==> src/rtl/cic_reconfig_sequencer.sv <==
// cic_reconfig_sequencer: run-time CIC ratio/mask reconfiguration sequencer.
// Holds the filter in reset, drops settling beats, then reopens the stream.
module cic_reconfig_sequencer #(
    parameter int unsigned RESET_CYCLES   = 16,
    parameter int unsigned SETTLE_SAMPLES = 8,
    parameter int unsigned SETTLE_TIMEOUT = 65535,
    parameter logic [31:0] DEFAULT_RATIO  = 32'd1,
    parameter logic [2:0]  DEFAULT_MASK   = 3'b000
) (
    input  logic        adc_clk,
    input  logic        adc_rst,
    input  logic        cfg_update,
    input  logic [31:0] cfg_decimation_ratio,
    input  logic [2:0]  cfg_filter_mask,
    input  logic        cfg_apply_on_pps,
    input  logic        pps_edge,
    output logic [31:0] filter_decimation_ratio,
    output logic [2:0]  filter_mask,
    output logic        filter_reset,
    input  logic [3:0]  s_dec_valid,
    input  logic [63:0] s_dec_data,
    output logic [3:0]  m_dec_valid,
    output logic [63:0] m_dec_data,
    output logic        m_retune_tag,
    output logic        busy,
    output logic        cfg_error,
    output logic        settle_timeout,
    output logic [15:0] reconfig_count
);

    typedef enum logic [1:0] {
        WAIT_PPS,
        HOLD,
        SETTLE,
        RUN
    } state_t;

    state_t      state;
    logic [31:0] hold_cnt;
    logic [31:0] beat_cnt;
    logic [31:0] settle_cnt;
    logic [31:0] shadow_ratio;
    logic [2:0]  shadow_mask;
    logic        tag_pending;

    logic accept;
    logic reject;
    logic beat;

    // Classify the incoming request and the current filter beat.
    always_comb begin
        accept = cfg_update && (cfg_decimation_ratio != 32'd0);
        reject = cfg_update && (cfg_decimation_ratio == 32'd0);
        beat   = |s_dec_valid;
    end

    // Sequencer state, filter controls and gated output stream.
    always_ff @(posedge adc_clk) begin
        if (adc_rst) begin
            state                   <= HOLD;
            hold_cnt                <= '0;
            beat_cnt                <= '0;
            settle_cnt              <= '0;
            shadow_ratio            <= DEFAULT_RATIO;
            shadow_mask             <= DEFAULT_MASK;
            tag_pending             <= 1'b0;
            filter_reset            <= 1'b1;
            filter_decimation_ratio <= DEFAULT_RATIO;
            filter_mask             <= DEFAULT_MASK;
            m_dec_valid             <= '0;
            m_dec_data              <= '0;
            m_retune_tag            <= 1'b0;
            busy                    <= 1'b1;
            cfg_error               <= 1'b0;
            settle_timeout          <= 1'b0;
            reconfig_count          <= '0;
        end else begin
            cfg_error    <= reject;
            m_retune_tag <= 1'b0;
            m_dec_valid  <= '0;
            if (accept) begin
                // Newest request always restarts the sequence.
                shadow_ratio   <= cfg_decimation_ratio;
                shadow_mask    <= cfg_filter_mask;
                settle_timeout <= 1'b0;
                tag_pending    <= 1'b0;
                busy           <= 1'b1;
                if (cfg_apply_on_pps) begin
                    state <= WAIT_PPS;
                end else begin
                    state                   <= HOLD;
                    hold_cnt                <= '0;
                    filter_reset            <= 1'b1;
                    filter_decimation_ratio <= cfg_decimation_ratio;
                    filter_mask             <= cfg_filter_mask;
                end
            end else begin
                unique case (state)
                    WAIT_PPS: begin
                        if (pps_edge) begin
                            state                   <= HOLD;
                            hold_cnt                <= '0;
                            filter_reset            <= 1'b1;
                            filter_decimation_ratio <= shadow_ratio;
                            filter_mask             <= shadow_mask;
                        end
                    end
                    HOLD: begin
                        if (hold_cnt == RESET_CYCLES - 1) begin
                            state        <= SETTLE;
                            filter_reset <= 1'b0;
                            beat_cnt     <= '0;
                            settle_cnt   <= '0;
                        end else begin
                            hold_cnt <= hold_cnt + 32'd1;
                        end
                    end
                    SETTLE: begin
                        settle_cnt <= settle_cnt + 32'd1;
                        if (beat) begin
                            beat_cnt <= beat_cnt + 32'd1;
                        end
                        if (beat && (beat_cnt == SETTLE_SAMPLES - 1)) begin
                            state          <= RUN;
                            busy           <= 1'b0;
                            tag_pending    <= 1'b1;
                            reconfig_count <= reconfig_count + 16'd1;
                        end else if (settle_cnt == SETTLE_TIMEOUT - 1) begin
                            state          <= RUN;
                            busy           <= 1'b0;
                            tag_pending    <= 1'b1;
                            settle_timeout <= 1'b1;
                            reconfig_count <= reconfig_count + 16'd1;
                        end
                    end
                    RUN: begin
                        m_dec_valid <= s_dec_valid;
                        m_dec_data  <= s_dec_data;
                        if (beat) begin
                            m_retune_tag <= tag_pending;
                            tag_pending  <= 1'b0;
                        end
                    end
                endcase
            end
        end
    end

endmodule

==> config.mk <==
export PLATFORM = sky130hd
export DESIGN_NAME = cic_reconfig_sequencer
export DESIGN_NICKNAME = d
export VERILOG_FILES = /design/src/rtl/cic_reconfig_sequencer.sv
export SDC_FILE = /design/constraint.sdc
export NUM_CORES = 1
export LEC_CHECK = 0
export BUFFER_PORTS_ARGS = -buffer_cell sky130_fd_sc_hd__buf_4
export CAP_MARGIN = 25
export CORE_MARGIN = 5
export CORE_UTILIZATION = 45
export CTS_BUF_LIST = sky130_fd_sc_hd__clkbuf_16
export CTS_CLUSTER_DIAMETER = 30
export CTS_CLUSTER_SIZE = 12
export DETAILED_ROUTE_END_ITERATION = 10
export PLACE_DENSITY = 0.68
export SYNTH_ARGS = -nofsm -noshare
export SYNTH_HDL_FRONTEND = slang
export SYNTH_SLANG_ARGS = --single-unit
export TNS_END_PERCENT = 30
==> constraint.sdc <==
create_clock -name adc_clk -period 3.1 [get_ports adc_clk]
set_clock_uncertainty 0.15 [all_clocks]
set_input_delay 0.155 -clock adc_clk [delete_from_list [all_inputs] [get_ports adc_clk]]
set_output_delay 0.155 -clock adc_clk [all_outputs]
set_load 0.005 [all_outputs]
# Word-level counts from Yosys, hierarchy flattened
# Cells that the tools add are included.
totals:
  reg_bits: 258
  output_inout_bits: 124
op_classes:
  n_reduce_logical: 28
  n_eq_ne: 15
  n_bitwise: 4
  addsub: 4
  muxes: 37
op_table:
  columns: ["op", "n"]
  rows:
  - ["32-bit two-way mux", 10]
  - ["32-bit case mux with 2 select lines", 3]
  - ["32-bit by 1-bit adder with 32-bit output, second input constant", 3]
  - ["32-bit by 16-bit == test with 1-bit output, second input constant", 1]
  - ["32-bit by 3-bit == test with 1-bit output, second input constant", 1]
  - ["32-bit by 4-bit == test with 1-bit output, second input constant", 1]
  - ["32-bit zero test", 1]
  - ["16-bit two-way mux", 2]
  - ["32-bit nonzero test", 1]
  - ["16-bit by 1-bit adder with 16-bit output, second input constant", 1]
  - ["4-bit AND reduction", 4]
  - ["3-bit AND reduction", 5]
  - ["3-bit two-way mux", 4]
  - ["3-bit inequality test, second input constant", 4]
  - ["1-bit two-way mux", 10]
  - ["2-bit two-way mux", 5]
  - ["2-bit nonzero test", 5]
  - ["2-bit inequality test, second input constant", 4]
  - ["4-bit OR reduction", 2]
  - ["2-bit case mux with 3 select lines", 1]
  - ["2-bit == test, second input constant", 2]
  - ["4-bit inequality test, second input constant", 1]
  - ["1-bit NOT", 4]
  - ["1-bit case mux with 2 select lines", 2]
  - ["8 further kinds", 11]

# Depth between registers and ports, before layout
depth:
  ltp_word: 5
  depth_mapped: 10
  depth_no_buf: 8

# Worst setup path before layout
# No wires, ideal clock.
synth_path:
  kind: "register -> register"
  startpoint: "register state[0]"
  endpoint: "register beat_cnt[26]"
  period_less_slack_ns: 2.631
  setup_ns: 0.070
  stages_incl_launch_ff: 10
  t_required_ns: 2.880
  arrival_ns: 2.411
  setup_slack_ns: 0.469
  path_cell_list: "dfxtp_1 -> inv_1 -> ha_1 -> buf_4 -> o41ai_1 -> a211oi_2 -> and4_1 -> nand4_1 -> or4b_2 -> a21oi_1"
synth_via:
  elab_chain_cells: 3
  word_cells_on_any_way: 7
  classes_between: "eq/ne: 4; mux: 1; reduce/logical: 2"
synth_rtl:
  columns: ["element", "line", "source"]
  rows:
  - ["start, declared", "38", "state_t state;"]
  - ["start signal, assigned", "60", "state <= HOLD;"]
  - ["start signal, assigned", "89", "state <= WAIT_PPS;"]
  - ["start signal, assigned", "91", "state <= HOLD;"]
  - ["2-bit by 1-bit == test with 1-bit output or 2-bit == test (tied branches)", "98", "unique case (state)"]
  - ["2-bit inequality test (no line) or 2-bit nonzero test (tied branches)", null, null]
  - ["4-bit AND reduction (no line)", null, null]
  - ["end signal, assigned", "121", "beat_cnt <= beat_cnt + 32'd1;"]
  - ["end, declared", "40", "logic [31:0] beat_cnt;"]
# Several ways; a longest one is shown, not always the timed one.
# A chain may end at the register's enable or synchronous reset.

# Final worst setup path
layout_path:
  startpoint: "register state[1]"
  endpoint: "register reconfig_count[14]"
layout_via:
  elab_chain_cells: 2
layout_rtl:
  columns: ["element", "line", "source"]
  rows:
  - ["2-bit == test", "98", null]
  - ["3-bit AND reduction (no line)", null, null]
  - ["end signal, assigned", "127", "reconfig_count <= reconfig_count + 16'd1;"]
  - ["end signal, assigned", "133", "reconfig_count <= reconfig_count + 16'd1;"]
  - ["end, declared", "28", "output logic [15:0] reconfig_count"]
# Every way passes these cells.

==> key figures <==
Floorplanning
  – Core area: around 0.024 mm2
  – Die area: approximately 0.028 mm2
  – Die H: around 170 um
  – Row cnt: between 50 and 60
  – I/O pin total: between 200 and 250
  – Starting density of the core: ~46%
  – Chip Width: 167 um

Clocking
  – # H-tree levels: 2
  – Root Buffer: clkbuf_16
  – Clk Latency, worst-skew pair: around 560 ps
  – CTS max path bufs: 3
  – CTS tree: done
  – # clock sinks: 258
  – CTS buffer count: 57
  – Reg clk slew, reported paths: roughly 40 ps

Critical path
  – CP Cell Sequence: ha_2 -> or4bb_1 -> nand3b_1 -> nor4_4 -> o2111ai_2 -> or3_1 -> a21oi_1
  – Startpoint types: flip-flop
  – Crit end category: flip-flop
  – Max incr delay on CP: about 520 ps
  – Worst-path maximum fanout: 9
  – Kind of critical path: reg -> reg
  – WP data required: roughly 3400 ps
  – Worst Path Arrival: around 3300 ps
  – Slowest CP cell: or4bb_1

Detailed routing
  – 1st-iter DRT viols: between 700 and 800
  – Final WL: approximately 35,000 um
  – Drt first pass iters: 5
  – Detail Route Antenna Nets: 0
  – Post-route DRC: 0
  – Drt wl/cell: about 17 um
  – DR vias: ~11k
  – Vias/cell: between 5 and 6

Power and ir drop
  – Sw Ratio: between 20% and 30%
  – P_sw: ~2.3 mW
  – Comb pwr share: 8.0%
  – Sequential fraction of design power: about a third
  – VDD IR max: about 470 uV
  – Internal power: ~7.6 mW
  – Clk network pwr share: between 50% and 60%
  – Lkg Pwr: approximately 6.3 nW
  – Power per standard cell area: around 600 mW/mm2

Global routing
  – First-pass GRT wire length: 56,700 um
  – Vias in the first global route: 11.1k
  – Overall global routing resource usage: around a quarter
  – Congestion Overflow GR: 0
  – Pin count of the biggest net entering global routing: 97
  – Initial antenna violation count: 1

Logic synthesis
  – Predominant post-synthesis flop cell: dfxtp_1
  – Cell Area, Synth: 0.0110 mm2
  – Leading post-synthesis cells by cell area: dfxtp_1, nand2_1, a21oi_1, mux2i_1, nor2_1
  – Cell count after synthesis: 1,326
  – Yosys top cell by area: dfxtp_1
  – Sequential cell area fraction in the yosys report: 46.8%
  – Async SR Flop Fraction: 0%
  – Ys Warns: 0
  – Synth top area share: ~47%
  – Post-Synthesis Net Count: roughly 1.4k
  – Distinct cells, synth: 55
  – Seq cells post-synth: approximately 260
  – Number of synthesized flops with an enable pin: 0
  – Syn avg cell area: roughly 8.3 um2

Timing
  – Setup WS post-layout: roughly 140 ps
  – Final period util: 95.3%
  – Achievable Freq: 338 MHz
  – Worst-margin pin slew: between 800 and 900 ps
  – Max-slew headroom: approximately 43%
  – Final hold violations: 0
  – Setup Viol. Count Final: 0
  – Setup TNS: 0 ps
  – Tmin final: slightly below 3000 ps
  – Final hold slack: 135 ps
  – Final Max Tran Viols: 0

Placement
  – Routability cong.: 0.857
  – Pre-CTS setup slack: -0.854 ps
  – Placed inst area: roughly 0.013 mm2
  – PortBufs: between 200 and 250
  – HPWL Detailed: between 20,000 and 25,000 um

Cells and area
  – Final Util: ~67%
  – Synth-to-Final Area Change: 46.5%
  – Most common cell after layout, fill and taps aside: dfxtp_1
  – Layout cells sized above 1: 21.3%
  – Fin area: approximately 0.016 mm2
  – Most frequent cells in the layout: dfxtp_1, buf_4, nand2_1
  – # nets final: ~1.8k

Run status
  – Status: completed

Flow run
  – Max-cap violation count: 0

Min path
  – Hold Crit Class: in -> reg
[power by group through the flow]
stage                     clock network [mW]  registers [mW]  logic, mW
after CTS                               5.65            3.45      0.767
after detailed placement                   0            3.51      0.651
final                                   5.59            3.46      0.783
after global routing                    5.87            3.46      0.849
after floorplan                            0            3.51      0.310
after global placement                     0            3.51      0.644
[state kept, by name, summed over array words and instances (netlist names), 2 cells and up]
name,count
beat_cnt,32
filter_decimation_ratio,32
filter_mask,3
hold_cnt,32
m_dec_data,64
m_dec_valid,4
reconfig_count,16
settle_cnt,32
shadow_mask,3
shadow_ratio,32
state,2
[layer usage]
| metal | track usage (%) | share of wire, % |
|---|---|---|
| met1 | 29.5 | 41 |
| met5 | 0 | 0 |
| met2 | 39.8 | 48 |
| met3 | 6.45 | 6.8 |
| met4 | 11.1 | 4.4 |
[cell families (layout without fill, tap and decap cells)]
kind of cell               Yosys count  after routing  share of synthesized area (%)
buffers and inverters              108            507                           3.96
muxes                               46             46                           4.17
xor gates and xnor gates            35             35                           2.78
DFF                                258            258                           46.8
adders and majority gates           10             10                           1.13
AOI/OAI and AO/OA                  264            264                           13.8
other                                0              1                              0
and+or+nand+nor                    605            605                           27.4
[repair_timing]
action | CTS | global route
setup buffers | 0 | 1
hold buffers | 114 | 0
gates resized for setup | 1 | 4
pin swaps | 0 | 2
hold endpoints to repair | 152 | 0
endpoints found under the setup margin | 5 | 16
[area by class of cell]
cell class,count,area (um2)
diodes,1,2.50
clock buffers,58,1450
clock inverters,45,363
fillers,1911,8080
inverters,31,116
multi-input cells,960,5510
flip-flops and latches,258,5160
well taps,324,405
repair buffers,373,3160
[critical path, delay by kind of cell (launching register included)]
kind | cells | cell delay [ps]
and+or+nand+nor | 4 | 1610
DFF | 1 | 380
AOI/OAI and AO/OA | 2 | 460
adders and majority gates | 1 | 280
[final timing paths]
kind	cells past startpoint	end	slack, ps	from
worst min register to register	2	m_dec_data[5]	300	m_dec_data[5]
worst max register to register	7	reconfig_count[14]	140	state[1]
worst max-delay path	7	reconfig_count[14]	140	state[1]
worst min-delay path	5	filter_reset	130	cfg_apply_on_pps
[cell usage after synthesis (2+ instances only)]
library cell,instances
nand3_1,52
o2111ai_1,3
o21bai_1,3
dfxtp_1,258
buf_2,4
mux2i_1,46
xor2_1,13
inv_1,30
xnor2_1,22
nand3b_1,5
or3_1,37
nor4_1,51
clkbuf_1,62
a211oi_1,34
nor4_2,4
nor2_1,122
and4_1,13
o31a_1,2
a21oi_1,130
a31oi_1,2
or4b_2,2
and3_1,19
nand4_1,35
ha_1,10
or4_1,14
o41ai_1,2
or2_2,2
a311oi_1,3
buf_6,3
nand2b_1,4
o211ai_1,2
nor3_1,23
nand2_1,201
nor4b_1,2
o21ai_0,63
o31ai_1,12
and2_1,12
buf_1,7
[stage by stage]
stage | total power [mW] | std cells
final | 9.83 | 2050
after global routing | 10.2 | 2050
after CTS | 9.88 | 2048
after detailed placement | 4.16 | 1831
after global placement | 4.15 | 1831
after floorplan | 3.82 | 1326
Note: power is estimated with default switching activity, not from simulation.
